**src/rtl/mmu_mbc_dma.sv**
```systemverilog
// MBC1 bank mapper, sticky BIOS-unmap latch and OAM DMA engine sitting between the CPU bus and storage.
// Mapping is combinational; DMA issues one read per cycle and writes OAM DMA_READ_LATENCY cycles later while blocking non-FFxx CPU accesses.
module mmu_mbc_dma #(
    parameter int ROM_BANK_BITS    = 7,
    parameter int RAM_BANK_BITS    = 2,
    parameter int MBC_ENABLE       = 1,
    parameter int DMA_LEN          = 160,
    parameter int DMA_READ_LATENCY = 1
) (
    input  logic                       iClock,
    input  logic                       iReset,
    input  logic [15:0]                iCpuAddr,
    input  logic                       iCpuWe,
    input  logic [7:0]                 iCpuData,
    output logic [7:0]                 oCtrlReadData,
    output logic                       oCtrlReadHit,
    output logic                       oCpuBlocked,
    output logic                       oBiosEnable,
    output logic [14+ROM_BANK_BITS-1:0] oRomAddr,
    output logic [13+RAM_BANK_BITS-1:0] oExtRamAddr,
    output logic                       oExtRamEnable,
    output logic                       oDmaReadReq,
    output logic [15:0]                oDmaReadAddr,
    input  logic [7:0]                 iDmaReadData,
    output logic                       oOamWe,
    output logic [7:0]                 oOamAddr,
    output logic [7:0]                 oOamData,
    output logic                       oDmaActive
);
    localparam int L  = DMA_READ_LATENCY;
    localparam int IW = $clog2(DMA_LEN + 1);

    typedef enum logic {S_IDLE = 1'b0, S_RUN = 1'b1} dma_state_t;

    dma_state_t                 r_state, w_state_nxt;
    logic [4:0]                 r_rom_lo;
    logic [1:0]                 r_upper;
    logic                       r_mode, r_ram_en, r_bios;
    logic [7:0]                 r_dma_src;
    logic [IW-1:0]              r_idx;
    logic [L-1:0]               r_pv;
    logic [IW-1:0]              r_pi [L];

    logic                       w_wr, w_dma_start, w_issue, w_last_wr;
    logic [7:0]                 w_src_hi;
    logic [ROM_BANK_BITS-1:0]   w_bank;

    assign oDmaActive  = (r_state == S_RUN);
    assign oCpuBlocked = oDmaActive && (iCpuAddr < 16'hFF00);
    assign w_wr        = iCpuWe && !oCpuBlocked;
    assign w_dma_start = iCpuWe && (iCpuAddr == 16'hFF46);
    assign oBiosEnable = r_bios;

    always_ff @(posedge iClock or posedge iReset) begin
        if (iReset) begin
            r_rom_lo  <= 5'd1;
            r_upper   <= 2'd0;
            r_mode    <= 1'b0;
            r_ram_en  <= 1'b0;
            r_bios    <= 1'b1;
            r_dma_src <= 8'h00;
        end else begin
            if (w_wr && (MBC_ENABLE != 0)) begin
                case (iCpuAddr[15:13])
                    3'b000:  r_ram_en <= (iCpuData[3:0] == 4'hA);
                    3'b001:  r_rom_lo <= (iCpuData[4:0] == 5'd0) ? 5'd1 : iCpuData[4:0];
                    3'b010:  r_upper  <= iCpuData[1:0];
                    3'b011:  r_mode   <= iCpuData[0];
                    default: ;
                endcase
            end
            // Sticky: once the BIOS is unmapped only reset brings it back.
            if (w_wr && (iCpuAddr == 16'hFF50) && (iCpuData != 8'h00))
                r_bios <= 1'b0;
            if (w_dma_start)
                r_dma_src <= iCpuData;
        end
    end

    always_comb begin
        w_bank = ROM_BANK_BITS'(0);
        if (MBC_ENABLE == 0)
            w_bank = iCpuAddr[14] ? ROM_BANK_BITS'(1) : ROM_BANK_BITS'(0);
        else if (iCpuAddr[14])
            w_bank = ROM_BANK_BITS'({r_upper, r_rom_lo});
        else if (r_mode)
            w_bank = ROM_BANK_BITS'({r_upper, 5'b0});
    end
    assign oRomAddr = {w_bank, iCpuAddr[13:0]};

    assign oExtRamEnable = (MBC_ENABLE != 0) && r_ram_en && (iCpuAddr[15:13] == 3'b101);

    generate
        if (RAM_BANK_BITS == 0) begin : g_ram_single
            assign oExtRamAddr = iCpuAddr[12:0];
        end else begin : g_ram_banked
            logic [RAM_BANK_BITS-1:0] w_ram_bank;
            assign w_ram_bank  = r_mode ? RAM_BANK_BITS'(r_upper) : '0;
            assign oExtRamAddr = {w_ram_bank, iCpuAddr[12:0]};
        end
    endgenerate

    always_comb begin
        oCtrlReadHit  = 1'b0;
        oCtrlReadData = 8'h00;
        if (iCpuAddr == 16'hFF46) begin
            oCtrlReadHit  = 1'b1;
            oCtrlReadData = r_dma_src;
        end else if (iCpuAddr == 16'hFF50) begin
            oCtrlReadHit  = 1'b1;
            oCtrlReadData = {7'h7F, r_bios};
        end
    end

    // Sources at E0xx and above fold back onto WRAM (echo region).
    assign w_src_hi     = (r_dma_src >= 8'hE0) ? (r_dma_src - 8'h20) : r_dma_src;
    assign w_issue      = (r_state == S_RUN) && (r_idx < IW'(DMA_LEN));
    assign oDmaReadReq  = w_issue;
    assign oDmaReadAddr = w_issue ? ({w_src_hi, 8'h00} + 16'(r_idx)) : 16'h0000;
    assign w_last_wr    = r_pv[L-1] && (r_pi[L-1] == IW'(DMA_LEN - 1));
    assign oOamWe       = (r_state == S_RUN) && r_pv[L-1];
    assign oOamAddr     = oOamWe ? 8'(r_pi[L-1]) : 8'h00;
    assign oOamData     = oOamWe ? iDmaReadData : 8'h00;

    always_ff @(posedge iClock or posedge iReset) begin
        if (iReset) r_state <= S_IDLE;
        else        r_state <= w_state_nxt;
    end

    always_comb begin
        w_state_nxt = r_state;
        case (r_state)
            S_IDLE: if (w_dma_start) w_state_nxt = S_RUN;
            S_RUN:  if (w_dma_start) w_state_nxt = S_RUN;
                    else if (w_last_wr) w_state_nxt = S_IDLE;
            default: w_state_nxt = S_IDLE;
        endcase
    end

    // A restart flushes the capture pipeline so stale reads never reach OAM.
    always_ff @(posedge iClock or posedge iReset) begin
        if (iReset) begin
            r_idx <= '0;
            r_pv  <= '0;
            for (int k = 0; k < L; k++) r_pi[k] <= '0;
        end else if (w_dma_start) begin
            r_idx <= '0;
            r_pv  <= '0;
        end else begin
            if (w_issue) r_idx <= r_idx + 1'b1;
            r_pv[0] <= w_issue;
            r_pi[0] <= r_idx;
            for (int k = 1; k < L; k++) begin
                r_pv[k] <= r_pv[k-1];
                r_pi[k] <= r_pi[k-1];
            end
        end
    end
endmodule

```
**config.mk**
```make
export PLATFORM = sky130hd
export DESIGN_NAME = mmu_mbc_dma
export DESIGN_NICKNAME = d
export VERILOG_FILES = /design/src/rtl/mmu_mbc_dma.sv
export SDC_FILE = /design/constraint.sdc
export NUM_CORES = 1
export LEC_CHECK = 0
export ABC_AREA = 1
export CORE_MARGIN = 2
export CORE_UTILIZATION = 39
export CTS_BUF_LIST = sky130_fd_sc_hd__clkbuf_2 sky130_fd_sc_hd__clkbuf_4 sky130_fd_sc_hd__clkbuf_8
export CTS_CLUSTER_SIZE = 10
export DETAILED_ROUTE_END_ITERATION = 10
export GPL_ROUTABILITY_DRIVEN = 0
export GPL_TIMING_DRIVEN = 1
export PLACE_DENSITY = 0.79
export SLEW_MARGIN = 20
export SYNTH_ARGS = -nofsm -noshare
export SYNTH_HDL_FRONTEND = slang
export SYNTH_SLANG_ARGS = --single-unit
```
**constraint.sdc**
```tcl
create_clock -name iClock -period 1.3 [get_ports iClock]
set_clock_uncertainty 0.15 [all_clocks]
set_input_delay 0.26 -clock iClock [delete_from_list [all_inputs] [get_ports iClock]]
set_output_delay 0.26 -clock iClock [all_outputs]
set_load 0.01 [all_outputs]
```
Yosys cells after proc, flatten, opt, wreduce, memory -nomap -nowiden
Index checks and enable logic that the tools add are counted.
- add/subtract/negate cells: 3
- $lt $le $gt $ge: 3
- equal/unequal tests: 8
- muxes and demuxes: 19
- bitwise logic cells: 1
- reduce and logical (&&, ||, !) cells: 18
- operator list (operator ; count):
    8-bit 2-to-1 mux ; 7
    16-bit equality test (second input constant) ; 2
    16-bit by 8-bit adder with 16-bit output ; 1
    16-bit less-than comparator (second input constant) ; 1
    16-bit 2-to-1 mux ; 1
    7-bit 2-to-1 mux ; 2
    1-bit logical AND ; 9
    8-bit by 1-bit adder with 8-bit output (second input constant) ; 1
    8-bit equality test (second input constant) ; 1
    8-bit >= comparator (second input constant) ; 1
    8-bit less-than comparator (second input constant) ; 1
    2-bit AND reduction ; 4
    8-bit nonzero test ; 1
    8-bit by 6-bit subtractor with 8-bit output (second input constant) ; 1
    3-bit by 2-bit equality test with 1-bit output (second input constant) ; 2
    1-bit 2-to-1 mux ; 6
    5-bit logical NOT ; 1
    5-bit 2-to-1 mux ; 1
    4-bit equality test (second input constant) ; 1
    3-bit by 1-bit equality test with 1-bit output (second input constant) ; 1
    3-bit equality test (second input constant) ; 1
    3-bit logical NOT ; 1
    2-bit 2-to-1 mux ; 1
    1-bit case mux with 2 select lines ; 1
    3 further kinds ; 3
- register bits after elaboration: 36
- bits of input ports: 35
- output and inout port bits: 83
- logic and storage cells: 62

Longest topological paths before layout
- depth in word-level cells: 6
- mapped depth: 9
- depth with buffers taken out: 9

Worst setup path after synthesis
No wires, ideal clock.
- path type: register -> output
- start point: reg r_idx[5]
- end point: out oDmaReadAddr[15]
- arrival time: 1.187 ns
- data required time: 0.890 ns
- slack: -0.297 ns
- stages on the path, launching flop included: 7
- path buffers: 1
- cells stage by stage: dfrtp_1 inv_1 nand2_1 a21oi_1 buf_2 nand2_1 a31oi_1
- cells in the longest elaborated chain, start to end: 3
- elaborated cells on any way between the ends: 4
- classes of those cells: add/sub (1); order compare (1); mux (1); reduce/logical (1)
- ends and longest elaborated chain (element ; RTL line ; text):
    start, declared ; 40 ; logic [IW-1:0] r_idx;
    start signal, assigned ; 150 ; if (w_issue) r_idx <= r_idx + 1'b1;
    8-bit less-than comparator ; 117 ; assign w_issue = (r_state == S_RUN) && (r_idx < IW'(DMA_LEN));
    1-bit logical AND ; 117 ;
    named net oDmaReadReq ; 22 ; output logic oDmaReadReq,
    16-bit 2-to-1 mux ; 119 ; assign oDmaReadAddr = w_issue ? ({w_src_hi, 8'h00} + 16'(r_idx)) : 16'h0000;
    end, declared ; 23 ; output logic [15:0] oDmaReadAddr,
The timed path passes the listed nets, and every way through them passes these cells.

Worst setup path after layout
- start point: reg r_idx[5]
- end point: out oDmaReadAddr[5]
- cells in the longest elaborated chain, start to end: 3
- elaborated cells on any way between the ends: 4
- classes of those cells: add/sub (1); order compare (1); mux (1); reduce/logical (1)
- ends and longest elaborated chain (element ; RTL line):
    branches (longest 2 deep; another with 16-bit by 8-bit adder with 16-bit output) ; -
    16-bit 2-to-1 mux (*) ; 119
Every way passes the cells marked *.

==> qor_table.md <==
| Quantity | Value |
|:---|:---|
| Status | finished with violations |
| Violations in the final reports | setup timing |
| Depth of the worst register-to-register path | 10 |
| Worst min-delay path class | in2async |
| Number of warnings reported in the yosys synthesis log | 0 |
| Distinct cells, synth | 29 |
| Share of cells above drive strength 1 | 62.2% |
| Final Routed Wirelength | 11,300 µm |
| Antenna violations before repair | 0 |
| Reg-to-reg slack, setup | -0.39 ns |
| DRC marker count from the first detailed-route iteration | 236 |
| Number of buffers on the longest clock path | 2 |
| Final period demand of the worst path | 1.95 ns |
| First-pass GRT wire length | 15,400 µm |
| Pin count of the biggest net entering global routing | 37 |
| Part of the cycle the worst path needs | 150% |
| Root buffer selected by CTS | clkbuf_8 |
| Net count reported at finish | 605 |
| Global-route usage over all layers | 26.6% |
| Maximum ir drop on the vdd rail | 0.700 mV |
| CP Data Arrival Time | 1.54 ns |
| Power density over the cells | 717 nW/µm² |
| Total global routing overflow | 0 |
| Post-Place Setup Slack | -1.23 ns |
| End point of the critical path | oDmaReadAddr[5] |
| Sequential cell area fraction in the yosys report | 35.5% |
| Static leakage power | 2.79 nW |
| Achievable Freq | 0.513 GHz |
| Io pins | 118 |
| Vias in the first global route | 3,241 |
| Startpoint-to-endpoint class of the critical path | reg2out |
| Worst reg2reg path startpoint | r_idx[5] |
| Drt pass-1 iters | 5 |
| Detailed-route via count | 3,340 |
| Clock tree from TritonCTS | yes |
| Clk slew on worst S/H paths | 0.08 ns |
| Least setup slack across all paths after layout | -0.651 ns |
| Y dimension of the die | 84.8 µm |
| Count of state elements after synthesis | 36 |
| Fill cell instance count of the final layout | 355 |
| Worst Setup Start Kind | flop |
| Mapped cell area | 2540 µm² |
| DIE AREA | 7180 µm² |
| Total power | 3.73 mW |
| Net count of the mapped netlist | 398 |
| Final setup violation count | 76 |
| Total count of max-transition violations in the final report | 0 |
| Port Buffers | 117 |
| Sinks on the clock net | 36 |
| Worst EP required | 0.89 ns |
| Residual antenna-violating net count after detailed routing | 0 |
| Setup crit end kind | output port |
| Floorplan Core Area | 6310 µm² |
| Via density per instance | 5.17 |
| Final HPWL from detailed placement | 5870 µm |
| Start point of the critical path | r_idx[5] |
| Hold Vio Cnt, Final | 0 |
| RSZ-0062 raised after global routing | true |
| Die W | 84.8 µm |
| Worst-case headroom to the max-slew limit | 59.4% |
| DRC violations left | 0 |
| Ant diodes | 0 |
| Initial core utilization | 40.3% |
| Signed area change from the synthesized netlist to the final layout | 104% |
| Syn Area/Cell | 7.05 µm² |
| Placement Rows | 29 |
| Setup tns final | -26.84 ns |
| Number of buffers added by the clock tree synthesis step | 5 |
| Critical path peak fanout | 4 |
| Slew at the pin closest to its max-slew limit | 0.604 ns |
| Number of H-tree levels | 2 |
| Detailed-route wire length per cell | 17.6 µm |
| Utilization of the core after routing | 82.3% |
| Clock latency of the later-clocked register in the worst-skew pair | 0.30 ns |
| Mapped Cells | 361 |
| Number of violations of the max-capacitance limit | 0 |
| Hold-fix buffer count after cts | 0 |
| Reg-to-reg critical path endpoint | r_idx[7] |
[critical path: stages, from the launching register on]
cell and delay [ns]:
dfrtp_1 0.42, inv_2 0.08, nand2_4 0.07, a21oi_4 0.22, buf_6 0.16, buf_4 0.11, nand2_2 0.04, inv_2 0.05
buf_6 0.09
[kinds of logic after synthesis]
kind of cell | synth area share, %
flip-flops | 35.5
buffers and inverters | 22.4
AO/OA/AOI/OAI | 9.79
AND/OR/NAND/NOR | 31.3
adder cells (fa/ha/maj) | 0.984
[per-layer routing]
| layer | up-vias | track usage (%) | wire length [µm] |
|---|---|---|---|
| met5 | - | 0 | 0 |
| met4 | 0 | 11.0 | 533 |
| met3 | 52 | 5.11 | 834 |
| met2 | 219 | 47.1 | 5860 |
| met1 | 1587 | 31.6 | 4110 |
| li1 | 1482 | - | - |
[power breakdown]
group          switching, mW  leakage (nW)  internal (mW)
registers             0.0639         0.459           1.21
clock network          0.445        0.0549          0.506
logic                  0.743          2.28          0.764
[cells in the final DEF (no fill, tap or decap), types with 2 or more instances in the layout]
cell type / count
a21oi_1: 2
buf_12: 8
buf_2: 33
buf_4: 84
buf_6: 60
buf_8: 8
clkbuf_8: 7
clkdlybuf4s50_1: 21
dfrtp_1: 31
dfrtp_2: 3
dfstp_2: 2
dlygate4sd2_1: 21
dlymetal6s2s_1: 3
inv_1: 56
inv_2: 16
inv_4: 4
nand2_1: 35
nand2_2: 38
nand2_4: 11
nand2_8: 3
nand3_1: 8
nand3_2: 5
nand3_4: 4
nand4_1: 11
nor2_1: 17
nor2_2: 11
nor2_4: 23
nor3_1: 4
o21a_1: 2
o21ai_2: 23
[flip-flops by register name (all words and copies together), names as in the netlist]
name         flops
r_upper          2
r_idx            8
oDmaActive       1
r_rom_lo         5
r_dma_src        8
r_mode           1
r_ram_en         1
oBiosEnable      1
r_pv             1
r_pi             8
[synthesized netlist by cell type (all sizes together)]
master	count	area share, %
a211oi	1	0.30
a21oi	3	0.59
a311oi	1	0.34
a31oi	1	0.25
buf	35	11
clkbuf	3	0.44
dfrtp	34	33
dfstp	2	2.1
ha	2	0.98
inv	76	11
nand2	87	15
nand3	17	3.8
nand3b	1	0.30
nand4	11	2.7
nor2	52	8.4
nor3	5	0.98
nor3b	1	0.30
o21a	2	0.59
o21ai	26	7.5
o22ai	1	0.25
[what timing repair did]
item | 4_1_cts | 5_1_grt
pin swaps | 32 | 43
gates resized for setup | 403 | 109
gates cloned | 1 | 0
setup endpoints to repair | 119 | 83
setup buffers | 28 | 17
[worst min-delay path by stage]
| stage | start | to | cells past startpoint |
|---|---|---|---|
| 2_1_floorplan | iCpuData[0] | r_mode | 2 |
| 3_3_place_gp | r_ram_en | r_ram_en | 2 |
| 3_5_place_dp | r_rom_lo[3] | r_rom_lo[3] | 2 |
| 4_1_cts | iReset | r_ram_en | 3 |
| 5_1_grt | iReset | r_idx[5] | 3 |
| 6_report | iReset | r_dma_src[1] | 3 |
[metrics by stage]
step,cell area (µm²),hold slack [ns],std cells
finish,5200,0.166,646
global route,5200,0.220,646
CTS,4710,0.191,631
detailed placement,4350,0.317,594
global placement,4350,0.307,594
floorplan,2760,0.259,361
[final cells by class]
type / count / area (µm²) / area share, %
inverter: 76 / 295 / 5.68
tap: 77 / 96.3 / 1.85
sequential: 36 / 907 / 17.5
clock buffer: 8 / 104 / 2.00
multi-input combinational: 211 / 1610 / 31.0
timing repair buffer: 238 / 2180 / 42.0
No activity file was read; power rests on OpenSTA's default activity.
